$ cat config.mk
export PLATFORM = sky130hd
export DESIGN_NAME = sprite_line_fetcher
export DESIGN_NICKNAME = d
export VERILOG_FILES = /design/src/rtl/sprite_line_fetcher.sv
export SDC_FILE = /design/constraint.sdc
export NUM_CORES = 1
export LEC_CHECK = 0
export ABC_AREA = 1
export CAP_MARGIN = 5
export CORE_ASPECT_RATIO = 1.75
export CORE_MARGIN = 4
export CORE_UTILIZATION = 30
export DETAILED_ROUTE_END_ITERATION = 8
export PLACE_DENSITY = 0.6
export SKIP_LAST_GASP = 1
export SLEW_MARGIN = 20
export SYNTH_ARGS = -nofsm -noshare
export SYNTH_HDL_FRONTEND = slang
export SYNTH_SLANG_ARGS = --single-unit
$ cat constraint.sdc
create_clock -name Clk -period 6.8 [get_ports Clk]
set_clock_uncertainty 0.05 [all_clocks]
set_input_delay 1.02 -clock Clk [delete_from_list [all_inputs] [get_ports Clk]]
set_output_delay 1.02 -clock Clk [all_outputs]
set_load 0.05 [all_outputs]
$ cat src/rtl/sprite_line_fetcher.sv
// Sprite line fetcher: during hblank it pulls each active sprite's current row from the
// sprite ROM into shadow buffers, commits them, and resolves per-pixel hits while drawing.
module sprite_line_fetcher #(
  parameter int NUM_SPR  = 4,
  parameter int SPR_SIZE = 16
) (
  input  logic                  Clk,
  input  logic                  Reset_n,
  input  logic                  line_start,
  input  logic [9:0]            line_y,
  input  logic [10*NUM_SPR-1:0] spr_x,
  input  logic [10*NUM_SPR-1:0] spr_y,
  input  logic [2*NUM_SPR-1:0]  spr_type,
  input  logic [NUM_SPR-1:0]    spr_active,
  output logic [10:0]           rom_addr,
  input  logic [15:0]           rom_data,
  input  logic [9:0]            draw_x,
  output logic                  pixel_on,
  output logic [1:0]            pixel_type,
  output logic [2:0]            pixel_idx,
  output logic                  busy,
  output logic                  line_ready
);

  localparam logic [10:0] LAST_OFS  = 11'(SPR_SIZE - 1);
  localparam logic [10:0] ROM_TOP   = 11'(3 * SPR_SIZE - 1);
  localparam logic [3:0]  LEFT_BIT  = 4'(SPR_SIZE - 1);
  localparam logic [2:0]  LAST_SLOT = 3'(NUM_SPR - 1);

  typedef enum logic [1:0] {
    IDLE,
    FETCH,
    COMMIT
  } state_t;

  state_t      state, state_next;
  logic [2:0]  k, k_next;
  logic [9:0]  line_q;

  logic [15:0] shadow_row  [NUM_SPR];
  logic [9:0]  shadow_x    [NUM_SPR];
  logic [1:0]  shadow_type [NUM_SPR];
  logic [15:0] disp_row    [NUM_SPR];
  logic [9:0]  disp_x      [NUM_SPR];
  logic [1:0]  disp_type   [NUM_SPR];

  logic [9:0]  cur_x, cur_y;
  logic [1:0]  cur_type;
  logic        cur_active;
  logic [10:0] row;
  logic        visible;
  logic        commit;

  logic [10:0] d;
  logic        hit;
  logic [1:0]  hit_type;
  logic [2:0]  hit_idx;

  always_comb begin
    cur_x      = '0;
    cur_y      = '0;
    cur_type   = '0;
    cur_active = 1'b0;
    for (int i = 0; i < NUM_SPR; i++) begin
      if (k == 3'(i)) begin
        cur_x      = spr_x[10*i +: 10];
        cur_y      = spr_y[10*i +: 10];
        cur_type   = spr_type[2*i +: 2];
        cur_active = spr_active[i];
      end
    end
  end

  // Underflow when the sprite starts below line_q is rejected by the explicit >= test.
  always_comb begin
    row      = {1'b0, line_q} - {1'b0, cur_y};
    visible  = (state == FETCH) && cur_active && (cur_type != 2'd3) &&
               (line_q >= cur_y) && (row <= LAST_OFS);
    rom_addr = visible ? (ROM_TOP - {5'd0, cur_type, row[3:0]}) : 11'd0;
  end

  always_comb begin
    state_next = state;
    k_next     = k;
    unique case (state)
      IDLE: begin
        if (line_start) begin
          state_next = FETCH;
          k_next     = '0;
        end
      end
      FETCH: begin
        if (line_start) begin
          k_next = '0;
        end else if (k == LAST_SLOT) begin
          state_next = COMMIT;
        end else begin
          k_next = k + 3'd1;
        end
      end
      COMMIT: begin
        if (line_start) begin
          state_next = FETCH;
          k_next     = '0;
        end else begin
          state_next = IDLE;
        end
      end
      default: state_next = IDLE;
    endcase
  end

  // A restart arriving in the COMMIT cycle discards the fetched line.
  assign commit     = (state == COMMIT) && !line_start;
  assign busy       = (state != IDLE);
  assign line_ready = commit;

  // Iterating downward lets the lowest-indexed hitting slot win.
  always_comb begin
    d        = '0;
    hit      = 1'b0;
    hit_type = '0;
    hit_idx  = '0;
    for (int i = NUM_SPR - 1; i >= 0; i--) begin
      d = {1'b0, draw_x} - {1'b0, disp_x[i]};
      if ((draw_x >= disp_x[i]) && (d <= LAST_OFS) && disp_row[i][LEFT_BIT - d[3:0]]) begin
        hit      = 1'b1;
        hit_type = disp_type[i];
        hit_idx  = 3'(i);
      end
    end
  end

  always_ff @(posedge Clk) begin
    if (!Reset_n) begin
      state      <= IDLE;
      k          <= '0;
      line_q     <= '0;
      pixel_on   <= 1'b0;
      pixel_type <= '0;
      pixel_idx  <= '0;
      for (int i = 0; i < NUM_SPR; i++) begin
        shadow_row[i]  <= '0;
        shadow_x[i]    <= '0;
        shadow_type[i] <= '0;
        disp_row[i]    <= '0;
        disp_x[i]      <= '0;
        disp_type[i]   <= '0;
      end
    end else begin
      state <= state_next;
      k     <= k_next;
      if (line_start) begin
        line_q <= line_y;
      end
      for (int i = 0; i < NUM_SPR; i++) begin
        if ((state == FETCH) && (k == 3'(i))) begin
          if (visible) begin
            shadow_row[i]  <= rom_data;
            shadow_x[i]    <= cur_x;
            shadow_type[i] <= cur_type;
          end else begin
            shadow_row[i] <= '0;
          end
        end
        if (commit) begin
          disp_row[i]  <= shadow_row[i];
          disp_x[i]    <= shadow_x[i];
          disp_type[i] <= shadow_type[i];
        end
      end
      pixel_on   <= hit;
      pixel_type <= hit_type;
      pixel_idx  <= hit_idx;
    end
  end

endmodule

# Yosys cells after proc, flatten, opt, wreduce, memory -nomap -nowiden
# Memories as Yosys holds them, arrays and structs flattened.
# Index checks and enable logic that the tools add are counted.
totals:
  out_inout_bits: 19
  register_bits: 21
  memories: 6
  input_bits: 131
  mem_bits_rw: 224
mem_list:
  columns: ["memory", "words", "width", "rd", "rd_ports_with_merged_regs", "write_ports", "line", "rtl"]
  rows:
  - ["disp_row", 4, 16, 4, 0, 4, "43", "logic [15:0] disp_row [NUM_SPR];"]
  - ["shadow_row", 4, 16, 4, 0, 4, "40", "logic [15:0] shadow_row [NUM_SPR];"]
  - ["disp_x", 4, 10, 4, 0, 4, "44", "logic [9:0] disp_x [NUM_SPR];"]
  - ["shadow_x", 4, 10, 4, 0, 4, "41", "logic [9:0] shadow_x [NUM_SPR];"]
  - ["disp_type", 4, 2, 4, 0, 4, "45", "logic [1:0] disp_type [NUM_SPR];"]
  - ["shadow_type", 4, 2, 4, 0, 4, "42", "logic [1:0] shadow_type [NUM_SPR];"]
classes:
  reduce_logical: 28
  add_sub_neg: 11
  bitwise: 29
  muxes: 103
  magnitude_cmp: 14
  n_eq_ne: 11
op_table:
  columns: ["op", "count"]
  rows:
  - ["$mux W16", 12]
  - ["$mux W10", 16]
  - ["$le A11 B4 Y1 const B", 5]
  - ["$sub A10 B10 Y11", 5]
  - ["$ge A10 B10 Y1", 5]
  - ["$mux W1", 44]
  - ["$mux W2", 21]
  - ["$or A1 B1 Y1", 28]
  - ["$lt A4 B5 Y1 const B", 4]
  - ["$logic_and A1 B1 Y1", 17]
  - ["$bmux W1 S4", 4]
  - ["$sub A4 B4 Y4 const A", 4]
  - ["$mux W11", 1]
  - ["$mux W3", 3]
  - ["$ne A2 B2 Y1 const B", 4]
  - ["$sub A6 B6 Y7 const A", 1]
  - ["$eq A3 B2 Y1 const B", 2]
  - ["$pmux W2 S3", 1]
  - ["$pmux W3 S2", 1]
  - ["$reduce_and A3 Y1", 2]
  - ["$reduce_bool A2 Y1", 2]
  - ["$reduce_or A2 Y1", 2]
  - ["$reduce_or A4 Y1", 1]
  - ["$add A3 B1 Y3 const B", 1]
  - ["other kinds (10)", 10]

# Longest topological paths before layout
# Gate-level depths: netlist (run 1).
depth:
  depth_word: 15
  mapped_depth: 21
  depth_no_buf: 19

# Worst setup path before layout (run 1)
# OpenSTA, ideal clock, no wires.
synth_timing:
  path_type: "reg2out"
  startpoint: "register k[0]"
  endpoint: "output rom_addr[10]"
  t_required_ps: 5730
  arrival_time_ps: 4261
  stages_incl_launch_ff: 21
  path_slack_ps: 1469
  path_cell_list: "dfxtp_1 inv_1 ha_1 nand2_2 clkbuf_1 buf_1 o21ai_0 o21ai_0 ha_1 inv_1 fa_1 nand3_1 nand2_1 xnor2_1 nand3_1 nor2_1 nand4_1 nor2_4 nand2_2 nor2_1 buf_4"
synth_via:
  elab_chain_len: 10
  word_cells_on_any_way: 26
synth_rtl:
  columns: ["item", "line", "rtl"]
  rows:
  - ["start: declaration", "37", "logic [2:0] k, k_next;"]
  - ["start signal: assignment", "152", "k <= k_next;"]
  - ["branches (longest 9 deep; another with $sub A10 B10 Y11)", null, null]
  - ["$mux W11 (*)", "79", "rom_addr = visible ? (ROM_TOP - {5'd0, cur_type, row[3:0]}) : 11'd0;"]
  - ["end: declaration", "15", "output logic [10:0] rom_addr,"]
# Mark *: on every way between the ends.

# Worst setup path after layout (run 1)
layout_timing:
  startpoint: "register k[0]"
  endpoint: "output rom_addr[6]"
# The elaborated chain is that of the path after synthesis.

==> impl_metrics.csv, run 1 <==
group,metric,value,unit
setup_path,path_depth,18,
drt,num_vias,10227,
drt,viasPerCell,4.54,
synthesis,synth_most_common_cell,"nor2_1",
setup_path,critPathKind,"reg2out",
final_layout,drive_gt1_share,3.73,%
final_layout,fillers,4436,
setup_path,reg2reg_depth,17,
floorplan,die_w,167,µm
synthesis,synth-main-ff-cell,"edfxtp_1",
global_routing,track_usage,14.4,%
global_routing,grt_antenna_before_repair,0,
setup_path,cp.required,5730,ps
drt,drt_iter0_drc,512,
sta,setup_tns,0,ps
final_layout,fin_nets,1867,
drt,firstDrtPassIters,7,
setup_path,crit_top_cell,"nor2_1",
global_routing,grt_pass1_wl,54.5,mm
final_layout,finalNonFillerCells,2255,
clock_network,clk_latency,510,ps
synthesis,yosysTopAreaCell,"edfxtp_1",
floorplan,initial_core_util,30.5,%
placement,gp_congestion,0.833,
global_routing,grt_pass1_vias,10410,
floorplan,coreArea,43600,µm²
sta,min_period,6300,ps
floorplan,rows,101,
hold_path,min_path_cells,2,
drt,remaining_drc_errors,0,
drt,met1_length,12.2,mm
setup_path,path_buf_inv,3,
placement,place_ws,759,ps
clock_network,cts-resized-gates,0,
synthesis,ys_seq_area_share,53.7,%
setup_path,critPathMaxFanout,25,
synthesis,synth_cells,1539,
clock_network,clk_pin_slew,70,ps
synthesis,yosys-top-cells-count,"nor2_1 (337), nand2_1 (298), inv_1 (283)",
synthesis,synthTopCellsByArea,"edfxtp_1 (51%), nor2_1 (9.5%), nand2_1 (8.4%)",
sta,rsz0062_at_grt,"no",
sta,max_freq,0.159,GHz
setup_path,cpMaxStageDelayCell,"clkdlybuf4s50_1",
placement,dp.cells,2217,
drt,met3_length,1.22,mm
sta,setup_slack,505,ps
clock_network,post_cts_buffers,0,
clock_network,cts_hold_buffers,0,
synthesis,async_reset_ff_share,0,%
sta,finalSetupViolCount,0,
floorplan,die_area,47800,µm²
drt,routed_wl,35.1,mm
clock_network,clkSinkCount,244,
placement,portBuffers,148,
sta,slew_headroom,39.8,%
power,power.leakage,7.09,nW
synthesis,synth_top_area_share,50.7,%
hold_path,hold_class,"reg2reg",
setup_path,r2r-start,"k[0]",
synthesis,synth_area,13300,µm²
drt,ant_nets,0,
synthesis,synth.avg_cell_area,8.63,µm²
run,maxCapViolCount,0,
floorplan,io_pins,150,
clock_network,cts_made_buffers,21,
setup_path,path_delay_family,"simple AND/OR/NAND/NOR gates",
clock_network,cts_tree,"yes",
placement,hpwl,27.5,mm
power,peakVddDrop,0.220,mV
hold_path,hp-start,"k[2]",
drt,highest_layer,"met4",
run_status,status,"complete, no violations",
clock_network,clock_path_buffers,3,
synthesis,synth_fp_nets,1732,
setup_path,critical_path_arrival,5230,ps
setup_path,slowest_delay,870,ps
sta,worst_pin_slew,903,ps
synthesis,ys_warn_count,0,
setup_path,crit_start,"k[0]",
synthesis,synth_edf_count,224,
drt,wl_met2,19.7,mm
global_routing,gr-total-overflow,0,
synthesis,yosys_register_bits,244,
floorplan,dieHeight,286,µm
final_layout,diodes,0,
sta,slew_violations,0,
sta,fin_crit_sh,92.6,%
setup_path,critPathLaunchType,"flip-flop",
power,powerDensity,220,nW/µm²
clock_network,htreeDepth,1,
global_routing,grt_max_degree,85,
synthesis,synth_cell_types,41,
setup_path,endpoint_kind,"primary output",
drt,drt-wirelength-per-cell,15.6,µm
final_layout,syn_to_final_growth,20.8,%
setup_path,crit_chain,"inv_1 > ha_1 > nand2_2 > buf_4 > nor2_1 > a311oi_1 > a21oi_1 > ha_1 > a21oi_1 > nor2_1 > a211oi_1 > nand2_1 > nand2_1 > nand4_1 > nor2_4 > nand2_2 > nor2_1 > clkdlybuf4s50_1",
sta,hold_viol,0,
clock_network,root_buffer,"clkbuf_16",
-- registers in the layout, summed over array words and instances (netlist names) --
signal and count:
shadow_type 8, line_q 10, disp_x 40, state 2
pixel_idx 2, disp_type 8, k 3, shadow_x 40
shadow_row 64, pixel_type 2, pixel_on 1, disp_row 64
-- final timing paths --
path,slack (ps),end
worst min register to register,470,k[2]
worst min-delay path,470,k[2]
worst max-delay path,500,rom_addr[6]
worst max register to register,2440,shadow_x[2][5]
-- logic make-up after synthesis --
kind of cell / Yosys count / share of synthesized area, %
AO/OA/AOI/OAI: 127 / 5.78
XOR/XNOR: 13 / 0.858
adder cells (fa/ha/maj): 62 / 6.13
buffers and inverters: 332 / 9.99
flip-flops: 244 / 53.7
other: 1 / 0.0282
AND/OR/NAND/NOR: 760 / 23.5
-- tightest hold or removal path: cells and delay by family (launching register included) --
family / cells / cell delay, ps
simple gates: 1 / 70
flops: 1 / 340
compound gates: 1 / 70
-- area by class of cell --
cell class                      count  area [µm²]  area share [%]
Clock buffer                       25         551            3.43
Sequential cell                   244        7130            44.4
Multi-Input combinational cell    963        4830            30.1
Timing Repair Buffer              159        1570            9.81
Tap cell                          566         708            4.41
Clock inverter                     13         178            1.11
Inverter                          285        1070            6.69
-- cells in the final DEF (no fill, tap or decap), drive strengths merged, types with 5 or more instances in the layout --
cell             n
a21oi           50
a311oi          18
buf             11
clkbuf          25
clkdlybuf4s50  144
clkinv           6
dfxtp           20
edfxtp         224
fa               5
ha              57
inv            286
nand2          301
nand3           90
nand4           20
nor2           338
o211ai           5
o21ai           38
xor2             9
-- per-stage QoR --
| stage | hold slack (ps) | power [mW] | cell area [µm²] | util, % |
|---|---|---|---|---|
| finish | 469 | 3.52 | 16000 | 36.8 |
| global placement | 446 | 2.29 | 15300 | 35.1 |
| global route | 487 | 3.67 | 16000 | 36.8 |
| CTS | 467 | 3.56 | 16000 | 36.8 |
| floorplan | 369 | 2.07 | 13300 | - |
| detailed placement | 456 | 2.29 | 15300 | 35.1 |
-- routing by layer --
metal | global-route usage, % | up-vias
met5 | 0 | -
met4 | 7.59 | 0
met3 | 1.56 | 71
met2 | 29.3 | 233
met1 | 13.7 | 4736
li1 | - | 5187
-- power by group --
group	switching [mW]	internal, mW
registers	0.0214	1.69
logic	0.332	0.210
clock network	0.535	0.738
No activity file was read; power rests on OpenSTA's default activity.
==> run 2, diff against run 1 <==
--- a/config.mk
+++ b/config.mk
@@ -6,10 +6,10 @@
 export NUM_CORES = 1
 export LEC_CHECK = 0
 export ABC_AREA = 1
-export CAP_MARGIN = 5
 export CORE_ASPECT_RATIO = 1.75
 export CORE_MARGIN = 4
 export CORE_UTILIZATION = 30
+export CTS_CLUSTER_DIAMETER = 40
 export DETAILED_ROUTE_END_ITERATION = 8
 export PLACE_DENSITY = 0.6
 export SKIP_LAST_GASP = 1
==> results of run 2 <==
The final DEF is identical to that of run 1; final timing and power are the same.
==> run 3, diff against run 2 <==
--- a/config.mk
+++ b/config.mk
@@ -6,6 +6,7 @@
 export NUM_CORES = 1
 export LEC_CHECK = 0
 export ABC_AREA = 1
+export CAP_MARGIN = 20
 export CORE_ASPECT_RATIO = 1.75
 export CORE_MARGIN = 4
 export CORE_UTILIZATION = 30
==> results of run 3 <==
The final DEF is identical to that of run 1; final timing and power are the same.
